File: src/rtl/note_recorder_if.sv
// note_recorder_if: switch/command inputs and tone/status outputs of the note recorder
interface note_recorder_if #(
   parameter int DEPTH = 64
) ();
   logic [7:0]               sw_in;
   logic                     rec_start;
   logic                     play_start;
   logic                     stop;
   logic [7:0]               lfsr_en;
   logic                     recording;
   logic                     playing;
   logic [$clog2(DEPTH):0]   rec_len;
   logic                     done;
   modport master (
      output sw_in, rec_start, play_start, stop,
      input  lfsr_en, recording, playing, rec_len, done
   );
   modport slave (
      input  sw_in, rec_start, play_start, stop,
      output lfsr_en, recording, playing, rec_len, done
   );
endinterface

File: src/rtl/note_recorder.sv
// note_recorder: records piano switch steps per beat and plays them back to the tone enables.
// Define LOOP_PLAY_EN to make playback wrap to step 0 instead of ending with done.
module note_recorder #(
   parameter int DEPTH      = 64,
   parameter int BEAT_TICKS = 6250000
) (
   input  logic           clk,
   input  logic           rst_n,
   note_recorder_if.slave bus_io
);
   localparam int              AW        = $clog2(DEPTH);
   localparam int              BW        = $clog2(BEAT_TICKS);
   localparam logic [AW:0]     FULL      = (AW+1)'(DEPTH);
   localparam logic [AW:0]     LEN_ONE   = (AW+1)'(1);
   localparam logic [AW-1:0]   ADDR_ONE  = AW'(1);
   localparam logic [BW-1:0]   BEAT_LAST = BW'(BEAT_TICKS - 1);
   localparam logic [BW-1:0]   BEAT_ONE  = BW'(1);
   typedef enum logic [1:0] {IDLE, REC, PLAY} state_e;
   state_e          state_q, state_d;
   logic [BW-1:0]   beat_q, beat_d;
   logic [AW-1:0]   addr_q, addr_d;
   logic [AW:0]     rec_len_q, rec_len_d;
   logic [7:0]      lfsr_q, lfsr_d;
   logic            done_q, done_d;
   logic            wr_en;
   logic            beat_end;
   logic [7:0]      mem [DEPTH];
   assign beat_end = beat_q == BEAT_LAST;
   always_comb begin
      state_d   = state_q;
      beat_d    = beat_end ? '0 : beat_q + BEAT_ONE;
      addr_d    = addr_q;
      rec_len_d = rec_len_q;
      lfsr_d    = bus_io.sw_in;
      done_d    = 1'b0;
      wr_en     = 1'b0;
      unique case (state_q)
         IDLE: begin
            beat_d = '0;
            if (bus_io.rec_start) begin
               state_d   = REC;
               rec_len_d = '0;
            end else if (bus_io.play_start) begin
               if (rec_len_q == '0) begin
                  done_d = 1'b1;
               end else begin
                  state_d = PLAY;
                  addr_d  = '0;
                  lfsr_d  = mem[0];
               end
            end
         end
         REC: begin
            if (bus_io.stop) begin
               state_d = IDLE;
               beat_d  = '0;
            end else if (beat_end) begin
               wr_en     = 1'b1;
               rec_len_d = rec_len_q + LEN_ONE;
               if (rec_len_q + LEN_ONE == FULL) begin
                  state_d = IDLE;
                  done_d  = 1'b1;
               end
            end
         end
         PLAY: begin
            lfsr_d = lfsr_q;
            if (bus_io.stop) begin
               state_d = IDLE;
               beat_d  = '0;
               lfsr_d  = bus_io.sw_in;
            end else if (beat_end) begin
               if ({1'b0, addr_q} == rec_len_q - LEN_ONE) begin
`ifdef LOOP_PLAY_EN
                  addr_d  = '0;
                  lfsr_d  = mem[0];
`else
                  state_d = IDLE;
                  done_d  = 1'b1;
                  lfsr_d  = bus_io.sw_in;
`endif
               end else begin
                  addr_d = addr_q + ADDR_ONE;
                  lfsr_d = mem[addr_q + ADDR_ONE];
               end
            end
         end
         default: state_d = IDLE;
      endcase
   end
   always_ff @(posedge clk) begin
      if (!rst_n) begin
         state_q   <= IDLE;
         beat_q    <= '0;
         addr_q    <= '0;
         rec_len_q <= '0;
         lfsr_q    <= '0;
         done_q    <= 1'b0;
      end else begin
         state_q   <= state_d;
         beat_q    <= beat_d;
         addr_q    <= addr_d;
         rec_len_q <= rec_len_d;
         lfsr_q    <= lfsr_d;
         done_q    <= done_d;
      end
   end
   // step storage is deliberately unreset; only entries below rec_len are ever read
   always_ff @(posedge clk) begin
      if (rst_n && wr_en) mem[rec_len_q[AW-1:0]] <= bus_io.sw_in;
   end
   assign bus_io.lfsr_en   = lfsr_q;
   assign bus_io.recording = state_q == REC;
   assign bus_io.playing   = state_q == PLAY;
   assign bus_io.rec_len   = rec_len_q;
   assign bus_io.done      = done_q;
endmodule

File: src/flat_wrapper.sv
// flat-port wrapper written by rule: the top's interface ports become plain ports
module note_recorder_flat 
#(
   parameter int DEPTH      = 64,
   parameter int BEAT_TICKS = 6250000
)
  (clk, rst_n, bus_io_sw_in, bus_io_rec_start, bus_io_play_start, bus_io_stop, bus_io_lfsr_en, bus_io_recording, bus_io_playing, bus_io_rec_len, bus_io_done);
  note_recorder_if #(.DEPTH(DEPTH)) bus_io_i ();
  input  logic clk;
  input  logic rst_n;
  input wire logic [$bits(bus_io_i.sw_in)-1:0] bus_io_sw_in;
  input wire logic [$bits(bus_io_i.rec_start)-1:0] bus_io_rec_start;
  input wire logic [$bits(bus_io_i.play_start)-1:0] bus_io_play_start;
  input wire logic [$bits(bus_io_i.stop)-1:0] bus_io_stop;
  output wire logic [$bits(bus_io_i.lfsr_en)-1:0] bus_io_lfsr_en;
  output wire logic [$bits(bus_io_i.recording)-1:0] bus_io_recording;
  output wire logic [$bits(bus_io_i.playing)-1:0] bus_io_playing;
  output wire logic [$bits(bus_io_i.rec_len)-1:0] bus_io_rec_len;
  output wire logic [$bits(bus_io_i.done)-1:0] bus_io_done;
  assign bus_io_i.sw_in = bus_io_sw_in;
  assign bus_io_i.rec_start = bus_io_rec_start;
  assign bus_io_i.play_start = bus_io_play_start;
  assign bus_io_i.stop = bus_io_stop;
  assign bus_io_lfsr_en = bus_io_i.lfsr_en;
  assign bus_io_recording = bus_io_i.recording;
  assign bus_io_playing = bus_io_i.playing;
  assign bus_io_rec_len = bus_io_i.rec_len;
  assign bus_io_done = bus_io_i.done;
  note_recorder #(.DEPTH(DEPTH), .BEAT_TICKS(BEAT_TICKS)) u_core (.clk(clk), .rst_n(rst_n), .bus_io(bus_io_i));
endmodule
File: config.mk
export PLATFORM = sky130hd
export DESIGN_NAME = note_recorder_flat
export DESIGN_NICKNAME = d
export VERILOG_FILES = /design/src/rtl/note_recorder_if.sv /design/src/rtl/note_recorder.sv /design/src/flat_wrapper.sv
export SDC_FILE = /design/constraint.sdc
export NUM_CORES = 1
export LEC_CHECK = 0
export CAP_MARGIN = 20
export CELL_PAD_IN_SITES_DETAIL_PLACEMENT = 0
export CELL_PAD_IN_SITES_GLOBAL_PLACEMENT = 1
export CORE_MARGIN = 4
export CORE_UTILIZATION = 50
export CTS_BUF_LIST = sky130_fd_sc_hd__clkbuf_4
export CTS_CLUSTER_SIZE = 12
export DETAILED_ROUTE_END_ITERATION = 8
export GPL_ROUTABILITY_DRIVEN = 0
export HOLD_SLACK_MARGIN = 0.05
export PLACE_DENSITY_LB_ADDON = 0.1
export RECOVER_POWER = 50
export SYNTH_ARGS = -nofsm -noshare
export SYNTH_HDL_FRONTEND = slang
export SYNTH_SLANG_ARGS = --single-unit
File: constraint.sdc
create_clock -name clk -period 2.69 [get_ports clk]
set_input_delay 0.538 -clock clk [delete_from_list [all_inputs] [get_ports clk]]
set_output_delay 0.538 -clock clk [all_outputs]
set_load 0.01 [all_outputs]
==> impl_metrics.ini, run 1 <==
[outcome]
status = finished, violations left
violations = capacitance limit, slew limit

[setup_path]
cp.arrival_ns = 3.48
path_cells = ha_4 -> buf_4 -> xnor2_2 -> buf_6 -> buf_12 -> nand2_1 -> a32oi_1 -> nand4_1 -> nand3_1 -> nand4_1 -> a311oi_2
critical-path-top-delay-family = simple AND/OR/NAND/NOR gates
crit_top_cell = nand4_1
cp.required_ns = 3.56
slowest_delay_ns = 0.36
crit_type = flop to flop
crit_path_max_fanout = 15
startpoint_type = flop
ff2ff_setup_slack_ns = 0.08
rr_startpoint = u_core.addr_q[0]
cp-end-kind = flop
rr_worst_depth = 11
crit_buf_inv = 3
slowest_stage = dfxtp_4
r2r_end = u_core.bus_io.lfsr_en[1]

[clocking]
cts_tree = done
cts_root_buf = clkbuf_4
cts_buffers = 144
cts_buffer_depth = 3
clkSinkCount = 559
clkTransAtPathRegs_ns = 0.08
insertion_delay_ns = 0.96
htree_num_levels = 4

[synthesis]
synth_top_area_cell = edfxtp_1
synth-simple-area-share_pct = 7.869
yosys-top-cells-count = 512 x edfxtp_1, 131 x nand2_1, 123 x nor2_1
synthesis.area_sq_um = 22880
synth_warnings = 0
synth.yosys.seq_area_share_pct = 71.31
synth-adder-area-share_pct = 0.4922
synth_seq_cells = 559
syn-instance-count = 1435
synth_area_leaders = edfxtp_1 67%, mux4_2 6.8%, mux2i_1 4.5%
asyncSetResetFlopFracSynth_pct = 0
avgSynthCellArea_sq_um = 15.94
synth.most_common_cell = edfxtp_1
syn-num-nets = 1457
synth_top_family_by_area = multiplexers
synth_edf_count = 512
synth_flop_cell = edfxtp_1
synth_top_area_share_pct = 67.20
synthXorXnorAreaFrac_pct = 1.219
synthDistinctLibCells = 68
synth_compound_area_share_pct = 5.944
muxShareOfSynthArea_pct = 11.25

[sta]
fmax_mhz = 382.8
max_slew_margin_pct = -40.08
postLayoutSetupSlackWorst_ns = 0.07745
worstMarginPinSlew_ns = 2.101
drv_slew = 47
period_share_pct = 97.12
hold_violations = 0
fin_worst_skew_ns = 0.04037
tns_ns = 0
min_period_ns = 2.613
setup_viol = 0

[grt]
grt_pass1_vias = 14230
grt_max_degree = 57
grt_use_total_pct = 24.41
antenna_found_initial = 3
gr-total-overflow = 0
grt_pass1_wl_mm = 89.02

[power_and_ir_drop]
p_leak_nw = 9.110
power_density_nw_per_um2 = 620.5
power_w = 0.01725
vdd_drop_max_mv = 0.4647

[floorplan]
start_util_pct = 50.53
ios = 31
die_h_microns = 221.9
die_area_sq_um = 49250
die_w_microns = 221.9
core_region_area_sq_um = 45280
num_rows = 78

[min_path]
worstHoldStart = bus_io_sw_in[4]
min_path_cells = 4
hold_class = input pin to flop
hold-path-endpoint = u_core.bus_io.lfsr_en[4]

[detailed_routing]
dr.pass1.iters = 5
drt.antenna.violating_nets = 0
vias = 14020
drt_wl_total_mm = 60.01
drtIter0Drc = 945
drc_errors = 0
via_per_inst = 5.727
post_drt_wl_per_cell_microns = 24.51

[place]
place_ws_ns = -0.2886
dpl_cell_area_sq_um = 25510
dp_hpwl_mm = 39.87
io_buffers = 30

[finish]
area_growth_syn_to_layout_pct = 21.51
nFillCells = 3545
fin_util_pct = 61.39
fin_area_sq_um = 27800
fin_nets = 1758
drive_gt1_share_pct = 30.64

[flow_run]
max-cap-violations = 1
worst min-delay path, delay by kind of cell:
family / cells / cell delay, ns
buffers and inverters: 2 / 0.36
AOI/OAI and AO/OA: 2 / 0.25
registers in the layout, summed over array words and instances, names as in the netlist:
register               cells
u_core.addr_q              6
u_core.beat_q             23
u_core.bus_io.done         1
u_core.bus_io.lfsr_en      8
u_core.bus_io.rec_len      7
u_core.mem               512
u_core.state_q             2
cells by family after synthesis:
kind of cell,after synthesis
buffers and inverters,101
and+or+nand+nor,386
AOI/OAI and AO/OA,178
muxes,171
adders and majority gates,9
DFF,559
xor gates and xnor gates,31
per-stage QoR:
stage,hold WS (ns),cells
after global placement,0.4645,2164
after detailed placement,0.4770,2165
final,0.2664,2448
after CTS,0.07533,2433
after floorplan,0.4129,1435
after global routing,0.2462,2446
worst max path at each step:
| stage | start | endpoint | slack [ns] | cells past startpoint |
|---|---|---|---|---|
| 2_1_floorplan | u_core.beat_q[0] | u_core.mem[45][0] | -0.05 | 8 |
| 3_3_place_gp | u_core.addr_q[0] | u_core.bus_io.lfsr_en[7] | -0.27 | 9 |
| 3_5_place_dp | u_core.addr_q[0] | u_core.bus_io.lfsr_en[1] | -0.29 | 10 |
| 4_1_cts | u_core.beat_q[0] | u_core.mem[23][4] | 0.0005 | 10 |
| 5_1_grt | u_core.addr_q[0] | u_core.bus_io.lfsr_en[4] | -0.05 | 12 |
| 6_report | u_core.addr_q[0] | u_core.bus_io.lfsr_en[1] | 0.08 | 11 |
power breakdown:
group	internal, W	switching (W)
sequential	0.00951	0.0000344
combinational	0.000202	0.000389
clock	0.00373	0.00338
final cells by class:
type | count | area (sq um) | area share [%]
multi-input combinational | 775 | 6563 | 23.60
sequential | 559 | 16330 | 58.73
clock buffer | 200 | 1501 | 5.401
antenna | 4 | 10.01 | 0.03600
clock inverter | 54 | 296.5 | 1.067
tap | 600 | 750.7 | 2.700
inverter | 17 | 63.81 | 0.2295
timing repair buffer | 239 | 2290 | 8.236
layer usage:
metal | GRT usage (%) | up-vias | wire length, microns
met4 | 8.063 | 0 | 1387
li1 | - | 6348 | -
met2 | 40.15 | 500 | 29870
met1 | 31.84 | 7075 | 24710
met3 | 6.726 | 96 | 4037
met5 | 0 | - | 0
cells in the final DEF (no fill, tap or decap), types with 13 or more instances in the layout:
| master | count |
|---|---|
| edfxtp_1 | 512 |
| nand3_1 | 38 |
| dfxtp_1 | 40 |
| a22oi_1 | 13 |
| buf_6 | 15 |
| o21ai_0 | 20 |
| a21oi_1 | 18 |
| nor2_4 | 25 |
| nor2_1 | 90 |
| a221oi_1 | 22 |
| clkinv_1 | 39 |
| inv_1 | 17 |
| nand2_1 | 130 |
| mux2i_1 | 101 |
| clkdlybuf4s50_1 | 16 |
| clkbuf_1 | 16 |
| buf_4 | 137 |
| a32oi_1 | 29 |
| clkbuf_4 | 200 |
| buf_12 | 31 |
| xor2_1 | 15 |
| nand4_1 | 17 |
| mux4_2 | 69 |
timing repair:
| item | in CTS | in global routing |
|---|---|---|
| pin swaps | 4 | 7 |
| setup endpoints to repair | 488 | 457 |
| gates cloned | 0 | 2 |
| gates resized for setup | 27 | 49 |
| buffers inserted | 7 | 9 |
| hold buffers | 7 | 0 |
| endpoints found under the hold margin | 43 | 0 |
Note: power is estimated with default switching activity, not from simulation.
==> run 2, diff against run 1 <==
--- a/config.mk
+++ b/config.mk
@@ -15,6 +15,7 @@
 export DETAILED_ROUTE_END_ITERATION = 8
 export GPL_ROUTABILITY_DRIVEN = 0
 export HOLD_SLACK_MARGIN = 0.05
+export MAX_ROUTING_LAYER = met4
 export PLACE_DENSITY_LB_ADDON = 0.1
 export RECOVER_POWER = 50
 export SYNTH_ARGS = -nofsm -noshare
==> impl_metrics.ini, run 2 (synthesis gave the netlist of run 1 again) <==
[setup_path]
rr_startpoint = u_core.addr_q[0]
crit_type = flop to flop
startpoint_type = flop
cp-end-kind = flop
cp.arrival_ns = 3.50
crit_path_max_fanout = 16
crit_path_start = u_core.addr_q[0]
cp.required_ns = 3.57

[floorplan]
num_rows = 78
ios = 31
start_util_pct = 50.53
die_h_microns = 221.9
core_region_area_sq_um = 45280
die_w_microns = 221.9
die_area_sq_um = 49250

[detailed_routing]
post_drt_wl_per_cell_microns = 24.54
drt.antenna.violating_nets = 0
drtIter0Drc = 893
drt_wl_total_mm = 60.08
via_per_inst = 5.706
drc_errors = 0
dr.pass1.iters = 7
vias = 13970

[finish]
drive_gt1_share_pct = 30.95
fin_util_pct = 61.44
area_growth_syn_to_layout_pct = 21.59
largest_register_ff_count = 512
multiInputGateArea_sq_um = 6560
seqCellArea_sq_um = 16330
fin_nets = 1759
final_cell_mix = 512 x edfxtp_1, 200 x clkbuf_4, 134 x buf_4, 130 x nand2_1, 101 x mux2i_1
nFillCells = 3552
layout_commonest_cell = edfxtp_1

[clocking]
clkSinkCount = 559
insertion_delay_ns = 0.96
cts_tree = done
cts_root_buf = clkbuf_4
clkTransAtPathRegs_ns = 0.06
cts_buffers = 144
cts_buffer_depth = 3
htree_num_levels = 4

[flow_run]
max-cap-violations = 1

[sta]
drv_slew = 47
min_period_ns = 2.625
fin_worst_skew_ns = 0.04347
worstMarginPinSlew_ns = 2.102
fmax_mhz = 381.0
hold_violations = 0
max_slew_margin_pct = -40.11
setup_viol = 0
period_share_pct = 97.58

[min_path]
hold_class = input pin to flop
worstHoldStart = bus_io_sw_in[4]

[grt]
antenna_found_initial = 3
grt_max_degree = 57
grt_pass1_vias = 14230
gr-total-overflow = 0
grt_use_total_pct = 25.13
grt_pass1_wl_mm = 89.08

[outcome]
status = finished, violations left
violations = capacitance limit, slew limit

[power_and_ir_drop]
p_leak_nw = 9.115
vdd_drop_max_mv = 0.4654
power_density_nw_per_um2 = 620.0
power_w = 0.01725

[place]
dp_hpwl_mm = 39.87
io_buffers = 30
## run 2: cell count changes in the layout (fill, tap and decap cells not counted), sizes merged
cell	change
clkbuf	-1
buf	+2
diode	-1
dlygate4sd3	-1
clkdlybuf4s50	+1
## run 2: metal layers
| layer | up-vias | track usage, % | share of wire (%) |
|---|---|---|---|
| li1 | 6351 | - | - |
| met1 | 7093 | 31.74 | 41 |
| met2 | 438 | 40.26 | 50 |
| met3 | 86 | 6.752 | 6.2 |
| met4 | 0 | 7.883 | 2.2 |
| met5 | - | - | 0 |
## run 2: path summary, 6_finish.rpt
kind	end	slack, ns	cells after the start
min	u_core.bus_io.lfsr_en[4]	0.27	4
max reg2reg	u_core.bus_io.lfsr_en[4]	0.07	12
max	u_core.bus_io.lfsr_en[4]	0.07	12
min reg2reg	u_core.beat_q[19]	0.49	2
## run 2: layout make-up
cell class	count	area share, %
sequential	559	58.70
multi-input combinational	775	23.58
timing repair buffer	240	8.302
clock buffer	200	5.397
tap	600	2.698
clock inverter	54	1.066
inverter	17	0.2294
antenna	3	0.02698
## run 2: what timing repair did
item                                    CTS  global route
pin swaps                                 4             6
endpoints found under the hold margin    43             0
cloned                                    0             2
endpoints found under the setup margin  488           458
gates resized for setup                  27            57
buffers inserted                          7            10
hold buffers                              7             0
## run 2: through the flow
stage	cell area [sq um]	setup slack [ns]	instances	hold slack [ns]	TNS, ns
floorplan	23090	-0.04656	1435	0.4129	-7.536
global placement	25500	-0.2699	2164	0.4645	-6.061
detailed placement	25510	-0.2886	2165	0.4770	-18.26
CTS	27510	0.0005433	2433	0.07533	0
global route	27820	-0.04337	2448	0.2340	-1.142
finish	27820	0.06509	2448	0.2700	0
## run 2: where the power goes
group          total (W)  switching (W)  internal (W)
Combinational   0.000590       0.000388      0.000202
Sequential       0.00954      0.0000345       0.00951
Clock            0.00711        0.00338       0.00373
Total             0.0172        0.00380        0.0134
## run 2: worst max-delay path, cell delays in order, from the launching register on
cell      delay [ns]
dfxtp_4         0.36
ha_4            0.17
buf_4           0.14
xnor2_2         0.22
nor2_1          0.12
buf_12          0.17
a221oi_1        0.45
a22oi_1         0.16
buf_4           0.17
o22ai_1         0.20
buf_4           0.18
a21oi_2         0.05
o21ai_1         0.14
